$ cat config.mk
export PLATFORM = sky130hd
export DESIGN_NAME = vending_machine_multi
export DESIGN_NICKNAME = d
export VERILOG_FILES = /design/src/rtl/vm_pkg.sv /design/src/rtl/vm_change_unit.sv /design/src/rtl/vending_machine_multi.sv
export SDC_FILE = /design/constraint.sdc
export NUM_CORES = 1
export LEC_CHECK = 0
export CORE_MARGIN = 2
export CORE_UTILIZATION = 35
export DETAILED_ROUTE_END_ITERATION = 7
export GPL_ROUTABILITY_DRIVEN = 0
export PLACE_DENSITY = 0.54
export SLEW_MARGIN = 25
export SYNTH_ARGS = -nofsm -noshare
export SYNTH_HDL_FRONTEND = slang
export SYNTH_SLANG_ARGS = --single-unit
$ cat constraint.sdc
create_clock -name clk -period 7 [get_ports clk]
set_clock_uncertainty 0.05 [all_clocks]
set_input_delay 1.4 -clock clk [delete_from_list [all_inputs] [get_ports clk]]
set_output_delay 1.4 -clock clk [all_outputs]
set_load 0.02 [all_outputs]
$ cat src/rtl/vm_pkg.sv
// Shared types and constants for vending_machine_multi.
// Coin codes, FSM state encoding, coin values and the coin decoder.
package vm_pkg;

   typedef enum logic [1:0] {
      COIN_NONE = 2'b00,
      COIN_5    = 2'b01,
      COIN_10   = 2'b10,
      COIN_20   = 2'b11
   } coin_e;

   typedef enum logic [1:0] {
      S_IDLE,
      S_CREDIT,
      S_VEND,
      S_CHANGE
   } state_e;

   localparam int unsigned VAL_5  = 5;
   localparam int unsigned VAL_10 = 10;
   localparam int unsigned VAL_20 = 20;

   // Monetary value of a coin code; the "none" code is worth nothing.
   function automatic int unsigned coin_value(input logic [1:0] code);
      int unsigned v;
      case (code)
         COIN_5:  v = VAL_5;
         COIN_10: v = VAL_10;
         COIN_20: v = VAL_20;
         default: v = 0;
      endcase
      return v;
   endfunction

endpackage

$ cat src/rtl/vm_change_unit.sv
// Change dispenser helper: picks the largest coin not exceeding the
// remaining credit and reports the amount to deduct for it.
module vm_change_unit
   import vm_pkg::*;
#(
   parameter int CREDIT_W = 8
) (
   input  logic [CREDIT_W-1:0] credit,
   output logic [1:0]          coin,
   output logic [CREDIT_W-1:0] dec
);

   // Greedy coin choice: 20, then 10, then 5.
   always_comb begin
      coin = COIN_NONE;
      dec  = '0;
      if (credit >= CREDIT_W'(VAL_20)) begin
         coin = COIN_20;
         dec  = CREDIT_W'(VAL_20);
      end else if (credit >= CREDIT_W'(VAL_10)) begin
         coin = COIN_10;
         dec  = CREDIT_W'(VAL_10);
      end else if (credit >= CREDIT_W'(VAL_5)) begin
         coin = COIN_5;
         dec  = CREDIT_W'(VAL_5);
      end
   end

endmodule

$ cat src/rtl/vending_machine_multi.sv
// Multi-item vending machine: coin credit, item selection, vend pulse and
// coin-by-coin change return. All outputs are registered.
// Optional feature macro: VM_STOCK_EN enables per-item stock counters and
// sold_out tracking; without it stock is unlimited and sold_out is 0.
module vending_machine_multi
   import vm_pkg::*;
#(
   parameter int                            NUM_ITEMS  = 4,
   parameter int                            CREDIT_W   = 8,
   parameter int                            MAX_CREDIT = 60,
   parameter logic [NUM_ITEMS*CREDIT_W-1:0] PRICES     = {8'd25, 8'd20, 8'd15, 8'd10},
   parameter int                            STOCK_INIT = 3,
   localparam int                           SEL_W      = (NUM_ITEMS > 1) ? $clog2(NUM_ITEMS) : 1
) (
   input  logic                 clk,
   input  logic                 rst,
   input  logic [1:0]           in,
   input  logic [SEL_W-1:0]     sel,
   input  logic                 sel_valid,
   input  logic                 cancel,
   output logic                 out,
   output logic [SEL_W-1:0]     out_item,
   output logic [1:0]           change,
   output logic                 coin_reject,
   output logic [CREDIT_W-1:0]  credit,
   output logic                 busy,
   output logic [NUM_ITEMS-1:0] sold_out
);

   state_e              state;
   logic [CREDIT_W-1:0] in_value;
   logic [CREDIT_W-1:0] price_sel;
   logic                sel_ok;
   logic                in_stock;
   logic                coin_present;
   logic                coin_fits;
   logic                cancel_go;
   logic                vend_go;
   logic                coin_go;
   logic [1:0]          chg_coin;
   logic [CREDIT_W-1:0] chg_dec;

   vm_change_unit #(
      .CREDIT_W (CREDIT_W)
   ) u_change (
      .credit (credit),
      .coin   (chg_coin),
      .dec    (chg_dec)
   );

   // Decode coin value and selected item price.
   always_comb begin
      in_value  = CREDIT_W'(coin_value(in));
      sel_ok    = (32'(sel) < NUM_ITEMS);
      price_sel = PRICES[32'(sel)*CREDIT_W +: CREDIT_W];
   end

`ifdef VM_STOCK_EN
   localparam int STOCK_W = ($clog2(STOCK_INIT + 1) > 0) ? $clog2(STOCK_INIT + 1) : 1;

   logic [STOCK_W-1:0] stock [NUM_ITEMS];

   // An item can be sold only while its counter is nonzero.
   always_comb begin
      in_stock = sel_ok && (stock[sel] != '0);
   end

   // Stock counters and sold-out flags, updated on the edge that enters VEND.
   always_ff @(posedge clk) begin
      if (rst) begin
         for (int unsigned i = 0; i < NUM_ITEMS; i++) begin
            stock[i] <= STOCK_W'(STOCK_INIT);
         end
         sold_out <= (STOCK_INIT == 0) ? '1 : '0;
      end else if (vend_go) begin
         stock[sel]    <= stock[sel] - STOCK_W'(1);
         sold_out[sel] <= (stock[sel] == STOCK_W'(1));
      end
   end
`else
   // Unlimited stock: nothing is ever sold out.
   always_comb begin
      in_stock = 1'b1;
      sold_out = '0;
   end
`endif

   // Same-cycle arbitration: cancel beats sel_valid beats coin.
   always_comb begin
      coin_present = (in != COIN_NONE);
      coin_fits    = ({1'b0, credit} + {1'b0, in_value}) <= (CREDIT_W+1)'(MAX_CREDIT);
      cancel_go    = (state == S_CREDIT) && cancel;
      vend_go      = (state == S_CREDIT) && !cancel && sel_valid && sel_ok &&
                     in_stock && (credit >= price_sel);
      coin_go      = coin_present && ((state == S_IDLE) || (state == S_CREDIT)) &&
                     !cancel_go && !vend_go && coin_fits;
   end

   // Main FSM with registered outputs; the first change coin is issued on
   // the edge that leaves VEND, so it appears two cycles after sel_valid.
   always_ff @(posedge clk) begin
      if (rst) begin
         state       <= S_IDLE;
         credit      <= '0;
         out         <= 1'b0;
         out_item    <= '0;
         change      <= COIN_NONE;
         coin_reject <= 1'b0;
         busy        <= 1'b0;
      end else begin
         out         <= 1'b0;
         out_item    <= '0;
         change      <= COIN_NONE;
         coin_reject <= coin_present && !coin_go;
         case (state)
            S_IDLE: begin
               if (coin_go) begin
                  credit <= credit + in_value;
                  state  <= S_CREDIT;
               end
            end
            S_CREDIT: begin
               if (cancel_go) begin
                  state <= S_CHANGE;
                  busy  <= 1'b1;
               end else if (vend_go) begin
                  state    <= S_VEND;
                  busy     <= 1'b1;
                  out      <= 1'b1;
                  out_item <= sel;
                  credit   <= credit - price_sel;
               end else if (coin_go) begin
                  credit <= credit + in_value;
               end
            end
            S_VEND: begin
               if (credit != '0) begin
                  state  <= S_CHANGE;
                  change <= chg_coin;
                  credit <= credit - chg_dec;
               end else begin
                  state <= S_IDLE;
                  busy  <= 1'b0;
               end
            end
            S_CHANGE: begin
               if (credit != '0) begin
                  change <= chg_coin;
                  credit <= credit - chg_dec;
               end else begin
                  state <= S_IDLE;
                  busy  <= 1'b0;
               end
            end
            default: begin
               state <= S_IDLE;
               busy  <= 1'b0;
            end
         endcase
      end
   end

endmodule
# Word level (Yosys, flattened, before mapping)
# Cells that the tools add are included.
[totals]
output_inout_bits = 19
wordCells = 81
in_bits = 8
regBits = 17
[classes]
bitwise = 4
n_reduce_logical = 25
n_lt_le_gt_ge = 5
shift = 1
muxes = 23
n_eq_ne = 12
addsub = 4
[ops]
columns = ["op", "count"]
rows = [
  ["8-bit two-way mux", 6],
  ["32-bit by 6-bit indexed part select with 8-bit output, first input constant", 1],
  ["8-bit one-hot mux with 3 select lines", 1],
  ["8-bit subtractor", 2],
  ["5-bit one-hot mux with 3 select lines", 1],
  ["2-bit two-way mux", 7],
  ["8-bit by 8-bit adder with 9-bit output", 1],
  ["9-bit by 6-bit less-or-equal comparator with 1-bit output, second input constant", 1],
  ["1-bit logical AND", 9],
  ["8-bit adder", 1],
  ["2-bit == test, second input constant", 4],
  ["8-bit by 3-bit >= comparator with 1-bit output, second input constant", 1],
  ["8-bit by 4-bit >= comparator with 1-bit output, second input constant", 1],
  ["8-bit by 5-bit >= comparator with 1-bit output, second input constant", 1],
  ["8-bit >= comparator", 1],
  ["2-bit inequality test, second input constant", 4],
  ["2-bit one-hot mux with 4 select lines", 1],
  ["8-bit nonzero test", 1],
  ["3-bit AND reduction", 2],
  ["3-bit OR reduction", 2],
  ["1-bit two-way mux", 5],
  ["2-bit by 1-bit == test with 1-bit output, second input constant", 2],
  ["1-bit zero test", 4],
  ["1-bit NOT", 4],
  ["other kinds (10)", 11],
]

# Longest topological paths before layout
# Gate-level depths: netlist of the first run.
[depth]
word_depth = 11
mapped_depth = 14
depth_no_buf = 13

# Modules after synthesis
# Synthesis of the first run repeated with hierarchy kept, for this count alone.
[hier_totals]
cells_unflattened = 251
area_unflattened_um2 = 1943.1
[by_module_without_submodules]
columns = ["mod", "seq_area_each_um2", "n_inst", "cells_per_inst", "area_per_inst_um2"]
rows = [
  ["vending_machine_multi", 340.3, 1, 228, 1808.0],
  ["vm_change_unit", 0.0, 1, 23, 135.1],
]

# Worst setup path before layout of the first run
# Ideal clock, no wire load.
[synth_path]
path_type = "input to register"
from = "input sel[0]"
to = "register credit[5]"
path_stages = 11
path_slack_ns = 2.707
t_required_ns = 6.859
setup_ns = 0.091
path_buffers = 1
arrival_ns = 4.152
cell_sequence = "inv_1 > ha_1 > ha_1 > a21o_1 > a21oi_1 > a31o_4 > nand2_4 > or4_1 > buf_2 > or4_1 > a311oi_1"
[synth_between]
elab_chain_cells = 10
elab_cells_between_ends = 11
cone_classes = "add/sub: 1; order compare: 1; shift: 1; mux: 4; reduce/logical: 4"
[synth_rtl]
columns = ["element", "line", "source"]
rows = [
  ["from (decl)", "vending_machine_multi.sv:18", "input logic [SEL_W-1:0] sel,"],
  ["32-bit by 6-bit indexed part select with 8-bit output *", "vending_machine_multi.sv:55", "price_sel = PRICES[32'(sel)*CREDIT_W +: CREDIT_W];"],
  ["8-bit >= comparator", "vending_machine_multi.sv:94", "in_stock && (credit >= price_sel);"],
  ["1-bit logical AND", "vending_machine_multi.sv:94", ""],
  ["1-bit zero test", "vending_machine_multi.sv:96", "!cancel_go && !vend_go && coin_fits;"],
  ["1-bit logical AND (2 in series)", "vending_machine_multi.sv:96", ""],
  ["8-bit two-way mux", "--", ""],
  ["8-bit two-way mux", "vending_machine_multi.sv:126", "end else if (vend_go) begin"],
  ["8-bit two-way mux", "vending_machine_multi.sv:123", "if (cancel_go) begin"],
  ["8-bit one-hot mux with 3 select lines *", "vending_machine_multi.sv:115", "case (state)"],
  ["to (signal assigned)", "vending_machine_multi.sv:118", "credit <= credit + in_value;"],
  ["to (signal assigned)", "vending_machine_multi.sv:131", "credit <= credit - price_sel;"],
  ["to (signal assigned)", "vending_machine_multi.sv:133", "credit <= credit + in_value;"],
  ["to (decl)", "vending_machine_multi.sv:25", "output logic [CREDIT_W-1:0] credit,"],
]
# Every way passes the cells marked *; elsewhere a longest branch is shown, timed or not. The select of a mux whose other input is x is not followed.
# A chain may end at the register's enable or synchronous reset.

# Worst setup path after layout of the first run
[layout_path]
from = "input sel[1]"
to = "register credit[5]"
# Same word-level chain as after synthesis.

==> impl_metrics.py, run 1 <==
metrics = {
    "pwr": {
        "ir_drop_v": 0.0002855,
        "powerDensity_nw_per_um2": 439.7,
        "power.total_mw": 0.9099,
        "leakagePower_nw": 0.7969,
    },
    "die": {
        "fp.coreArea_um2": 4817,
        "die_w_um": 75.28,
        "floorplan.initialDensity_pct": 36.91,
        "ios": 27,
        "die-area_um2": 5666,
        "chipHeight_um": 75.28,
        "row_count": 25,
    },
    "clock_tree": {
        "h-tree-depth": 1,
        "numCtsBuffers": 3,
        "post_cts_buffers": 0,
        "clock_latency_ns": 0.26,
        "clock-root-buffer": "clkbuf_8",
        "ctsResizeCount": 0,
        "hold_buffers": 0,
        "cts.clk_slew.worst_paths_ns": 0.08,
        "ctsLongestPathBuffers": 2,
        "cts_tree": "done",
        "cts.sinks": 17,
    },
    "route": {
        "drc": 0,
        "ant_nets": 0,
        "avgViaCountPerCell": 5.747,
        "postRouteWirelength_um": 5289,
        "wire_per_inst_um": 16.74,
        "firstDrtPassIters": 4,
        "drtIter0Drc": 199,
        "vias": 1816,
    },
    "synthesis": {
        "ys.flop_type": "dfxtp_1",
        "synthCells": 234,
        "yosys_register_bits": 17,
        "synthTopCellsByArea": "dfxtp_1 19%, ha_1 11%, nor2_1 5.5%",
        "yosysMostFrequentCell": "nor2_1",
        "syn_avg_cell_area_um2": 7.598,
        "ys_async_sr_fraction_pct": 0,
        "syn_area_um2": 1778,
        "synth_top_area_share_pct": 19.14,
        "synthTopCellsByCount": "26 x nor2_1, 19 x a21oi_1, 17 x dfxtp_1",
        "yosysTopAreaCell": "dfxtp_1",
        "yosys_warnings": 0,
        "ys_types": 51,
        "yosysSeqAreaShare_pct": 19.14,
        "synth_edf_count": 0,
    },
    "layout": {
        "register_area_um2": 340.3,
        "fillers": 534,
        "n_antenna_cell": 0,
        "nets": 275,
        "design_area_um2": 2069,
        "syn_to_final_growth_pct": 16.40,
        "multi_input_area_um2": 1353,
        "drive_gt1_share_pct": 4.016,
        "instances_no_fill": 316,
    },
    "timing": {
        "slew_headroom_pct": 48.80,
        "hold_slack_ns": 0.4936,
        "drv_slew": 0,
        "min_period_ns": 4.869,
        "final.period_utilization_pct": 69.55,
        "fin_setup_tns_ns": 0,
        "fmax_mhz": 205.4,
        "rsz0062_at_grt": "no",
        "setup_viol_count_final": 0,
        "tightest_slew_ns": 0.7611,
        "final_hold_viol_count": 0,
    },
    "grt": {
        "track_usage_pct": 20.17,
        "grtUsageMet3_pct": 1.606,
        "grt_pass1_wl_um": 8687,
        "met2_usage_pct": 32.65,
        "antenna_found_initial": 0,
        "overflow": 0,
        "grt_use_met1_pct": 28.95,
        "top_usage_layer": "met2",
        "grt_max_degree": 18,
        "grt_pass1_vias": 1666,
    },
    "placed_design": {
        "dp_hpwl_um": 4091,
        "port_buffers": 22,
        "place_area_um2": 2023,
        "dp_cells": 312,
    },
    "critical_path": {
        "crit_required_ns": 7.12,
        "end_kind": "flip-flop",
        "start_kind": "primary input",
        "worstPathArrival_ns": 4.99,
        "cp_max_fo": 12,
        "crit_type": "primary input to flip-flop",
    },
    "flow_run": {
        "max-cap-violations": 0,
    },
    "outcome": {
        "status": "completed",
    },
    "worst_hold_path": {
        "hold_class": "flip-flop to flip-flop",
    },
}
final cells by class:
| type | count | area share [%] |
|---|---|---|
| clock buffers | 3 | 1.995 |
| flip-flops and latches | 17 | 16.45 |
| repair buffers | 22 | 10.64 |
| clock inverters | 1 | 0.2418 |
| multi-input cells | 199 | 65.36 |
| inverters | 7 | 1.270 |
| well taps | 67 | 4.051 |
metrics by stage:
stage               util, %  worst slack, ns
global route          42.96            1.961
detailed placement    42.00            1.877
CTS                   42.96            2.153
finish                42.96            2.131
global placement      42.00            1.970
floorplan                 -            2.707
report_power, final:
part / leakage [nW] / internal [mW] / switching (mW)
sequential: 0.139 / 0.123 / 0.0657
clock: 0.0255 / 0.0396 / 0.0392
combinational: 0.632 / 0.273 / 0.370
total: 0.797 / 0.435 / 0.475
layout by cell type (no fill, tap or decap), drive strengths merged, types with 3 or more instances in the layout:
cell	count
o21ai	12
nor3b	5
xnor2	5
nor2	26
a21o	3
clkbuf	3
nor3	11
nand4	3
xor2	6
inv	7
a21oi	19
nand2b	4
nand2	13
and2	3
nor2b	11
nor4	7
nand3	6
o21a	4
a211oi	4
a221o	3
dfxtp	17
ha	15
o221ai	3
clkdlybuf4s50	22
conb	4
worst max-delay path, cell delays in order:
cell and delay (ns):
clkdlybuf4s50_1 0.59, ha_1 0.27, ha_1 0.34, a21o_1 0.18, a21oi_1 0.35, a31o_4 0.32, nand2_4 0.08, or4_1 0.66
or4_1 0.54, a311oi_1 0.25
registers in the layout (all words and copies together) (netlist names):
| register | count |
|---|---|
| busy | 1 |
| change | 2 |
| coin_reject | 1 |
| credit | 8 |
| out | 1 |
| out_item | 2 |
| state | 2 |
cell families (layout without fill, tap and decap cells):
group	after synthesis	count (layout)	synth area share (%)
simple gates	98	98	28.92
compound gates	68	68	27.52
buf+inv	21	33	5.419
fa+ha+maj	18	18	13.37
flops	17	17	19.14
xor+xnor	11	11	5.419
other cells	1	4	0.2109
per-layer routing:
metal	part of all wire [%]	vias up
li1	-	903
met1	51	866
met2	45	43
met3	3.0	4
met4	1.1	0
met5	0	-
path summary, 6_finish.rpt:
kind | from | to | slack, ns | depth (start not counted)
setup reg to reg | credit[0] | credit[5] | 3.30 | 11
hold / removal | state[0] | state[1] | 0.49 | 2
setup / recovery | sel[1] | credit[5] | 2.13 | 10
hold reg to reg | state[0] | state[1] | 0.49 | 2
Power figures use the tool's default switching activity.
==> run 2, diff against run 1 <==
--- a/config.mk
+++ b/config.mk
@@ -9,7 +9,7 @@
 export CORE_UTILIZATION = 35
 export DETAILED_ROUTE_END_ITERATION = 7
 export GPL_ROUTABILITY_DRIVEN = 0
-export PLACE_DENSITY = 0.54
+export PLACE_DENSITY = 0.56
 export SLEW_MARGIN = 25
 export SYNTH_ARGS = -nofsm -noshare
 export SYNTH_HDL_FRONTEND = slang
==> constraint.sdc (replaced) <==
create_clock -name clk -period 4.11 [get_ports clk]
set_clock_uncertainty 0.05 [all_clocks]
set_input_delay 0.822 -clock clk [delete_from_list [all_inputs] [get_ports clk]]
set_output_delay 0.822 -clock clk [all_outputs]
set_load 0.02 [all_outputs]
==> impl_metrics.py, run 2 (synthesis results as in run 1) <==
metrics = {
    "pwr": {
        "ir_drop_v": 0.0004636,
        "powerDensity_nw_per_um2": 738.5,
        "leakagePower_nw": 0.8614,
    },
    "die": {
        "die-area_um2": 5666,
        "ios": 27,
        "die_w_um": 75.28,
        "fp.coreArea_um2": 4817,
        "floorplan.initialDensity_pct": 36.91,
        "row_count": 25,
        "chipHeight_um": 75.28,
    },
    "clock_tree": {
        "post_cts_buffers": 0,
        "clock_latency_ns": 0.26,
        "ctsLongestPathBuffers": 2,
        "clock-root-buffer": "clkbuf_8",
        "hold_buffers": 0,
        "cts_tree": "done",
        "h-tree-depth": 1,
        "cts.clk_slew.worst_paths_ns": 0.08,
        "numCtsBuffers": 3,
        "ctsResizeCount": 0,
        "cts.sinks": 17,
    },
    "flow_run": {
        "max-cap-violations": 0,
    },
    "grt": {
        "track_usage_pct": 20.49,
        "overflow": 0,
        "grt_max_degree": 18,
        "antenna_found_initial": 0,
        "grt_pass1_wl_um": 8832,
        "grt_pass1_vias": 1728,
    },
    "timing": {
        "fin_setup_tns_ns": 0,
        "setup_viol_count_final": 0,
        "fmax_mhz": 261.0,
        "min_period_ns": 3.832,
        "rsz0062_at_grt": "no",
        "slew_headroom_pct": 53.25,
        "final.period_utilization_pct": 93.23,
        "tightest_slew_ns": 0.6922,
        "final_hold_viol_count": 0,
        "drv_slew": 0,
    },
    "critical_path": {
        "path_cells": "clkdlybuf4s50_1, ha_1, inv_1, fa_1, a21o_1, a21oi_1, a31o_4, nand2_4, or4_1, or4_1, a311oi_1",
        "r2r_slack_ns": 0.80,
        "end_kind": "flip-flop",
        "worstPathArrival_ns": 3.95,
        "crit_required_ns": 4.23,
        "r2r_start": "credit[0]",
        "crit_top_cell": "or4_1",
        "crit_type": "primary input to flip-flop",
        "r2r_end": "credit[5]",
        "cp_max_fo": 5,
        "cpMaxStageDelayCell": "or4_1",
        "start_kind": "primary input",
        "max_stage_delay_ns": 0.55,
        "r2r_cells": 11,
    },
    "route": {
        "ant_nets": 0,
        "vias": 1860,
        "firstDrtPassIters": 4,
        "drtIter0Drc": 142,
        "avgViaCountPerCell": 5.653,
        "wire_per_inst_um": 16.03,
        "postRouteWirelength_um": 5275,
        "drc": 0,
    },
    "placed_design": {
        "port_buffers": 22,
        "dp_hpwl_um": 4041,
    },
    "layout": {
        "nets": 288,
        "largest_reg_flops": 8,
        "drive_gt1_share_pct": 8.779,
        "n_antenna_cell": 0,
        "syn_to_final_growth_pct": 21.89,
        "utilization_pct": 44.99,
        "fillers": 504,
        "final_common_cell": "nor2_1",
        "regMostFlops": "credit",
        "mostFrequentLayoutCells": "26 x nor2_1, 22 x clkdlybuf4s50_1, 19 x a21oi_1",
    },
    "worst_hold_path": {
        "hold_class": "flip-flop to flip-flop",
        "hold_end": "state[1]",
        "hp-start": "state[0]",
        "holdPathStages": 2,
    },
    "outcome": {
        "status": "completed",
    },
}
-- run 2: cell types whose count changed in the layout (fill, tap and decap cells not counted) --
cell | previous run | this run
buf_4 | 0 | 13
-- run 2: power breakdown --
group / internal (mW) / switching (mW)
combinational: 0.507 / 0.671
sequential: 0.209 / 0.0786
clock: 0.0675 / 0.0671
-- run 2: area by class of cell --
type	instances	area, um^2	share of cell area [%]
Tap cell	67	83.83	3.868
Clock inverter	1	5.005	0.2309
Timing Repair Buffer	35	317.8	14.67
Multi-Input combinational cell	199	1353	62.41
Inverter	7	26.28	1.212
Clock buffer	3	41.29	1.905
Sequential cell	17	340.3	15.70
-- run 2: critical path: cells and delay by family --
family	cells	cell delay [ns]
AOI/OAI and AO/OA	4	0.89
adders and majority gates	2	0.56
buffers and inverters	2	0.53
and+or+nand+nor	3	1.13
-- run 2: how the worst max path moves through the flow --
stage / endpoint / depth (start not counted) / from
4_1_cts: credit[5] / 10 / sel[1]
3_3_place_gp: credit[5] / 11 / sel[0]
6_report: credit[5] / 11 / sel[0]
3_5_place_dp: credit[5] / 10 / sel[1]
2_1_floorplan: credit[5] / 11 / sel[0]
5_1_grt: credit[7] / 11 / in[0]
-- run 2: metrics by stage --
step	worst slack (ns)	power (mW)	hold slack [ns]	cells	area, um^2
2_1_floorplan	0.3950	1.110	0.4263	237	1789
3_3_place_gp	0.06952	1.457	0.4553	325	2121
3_5_place_dp	0.001537	1.455	0.4599	325	2121
4_1_cts	0.2662	1.597	0.4699	329	2167
5_1_grt	0.02921	1.758	0.5058	329	2167
6_report	0.2784	1.600	0.4708	329	2167
-- run 2: metal layers --
metal	global-route usage [%]	vias up	routed length [um]
met5	0	-	0
met4	4.288	0	55
met3	2.544	6	283
met2	32.85	70	2403
met1	29.59	862	2532
li1	-	922	-
==> run 3, diff against run 2 <==
--- a/config.mk
+++ b/config.mk
@@ -5,6 +5,7 @@
 export SDC_FILE = /design/constraint.sdc
 export NUM_CORES = 1
 export LEC_CHECK = 0
+export CAP_MARGIN = 20
 export CORE_MARGIN = 2
 export CORE_UTILIZATION = 35
 export DETAILED_ROUTE_END_ITERATION = 7
==> results of run 3 <==
No change in the layout: final DEF, timing and power equal those of run 2.
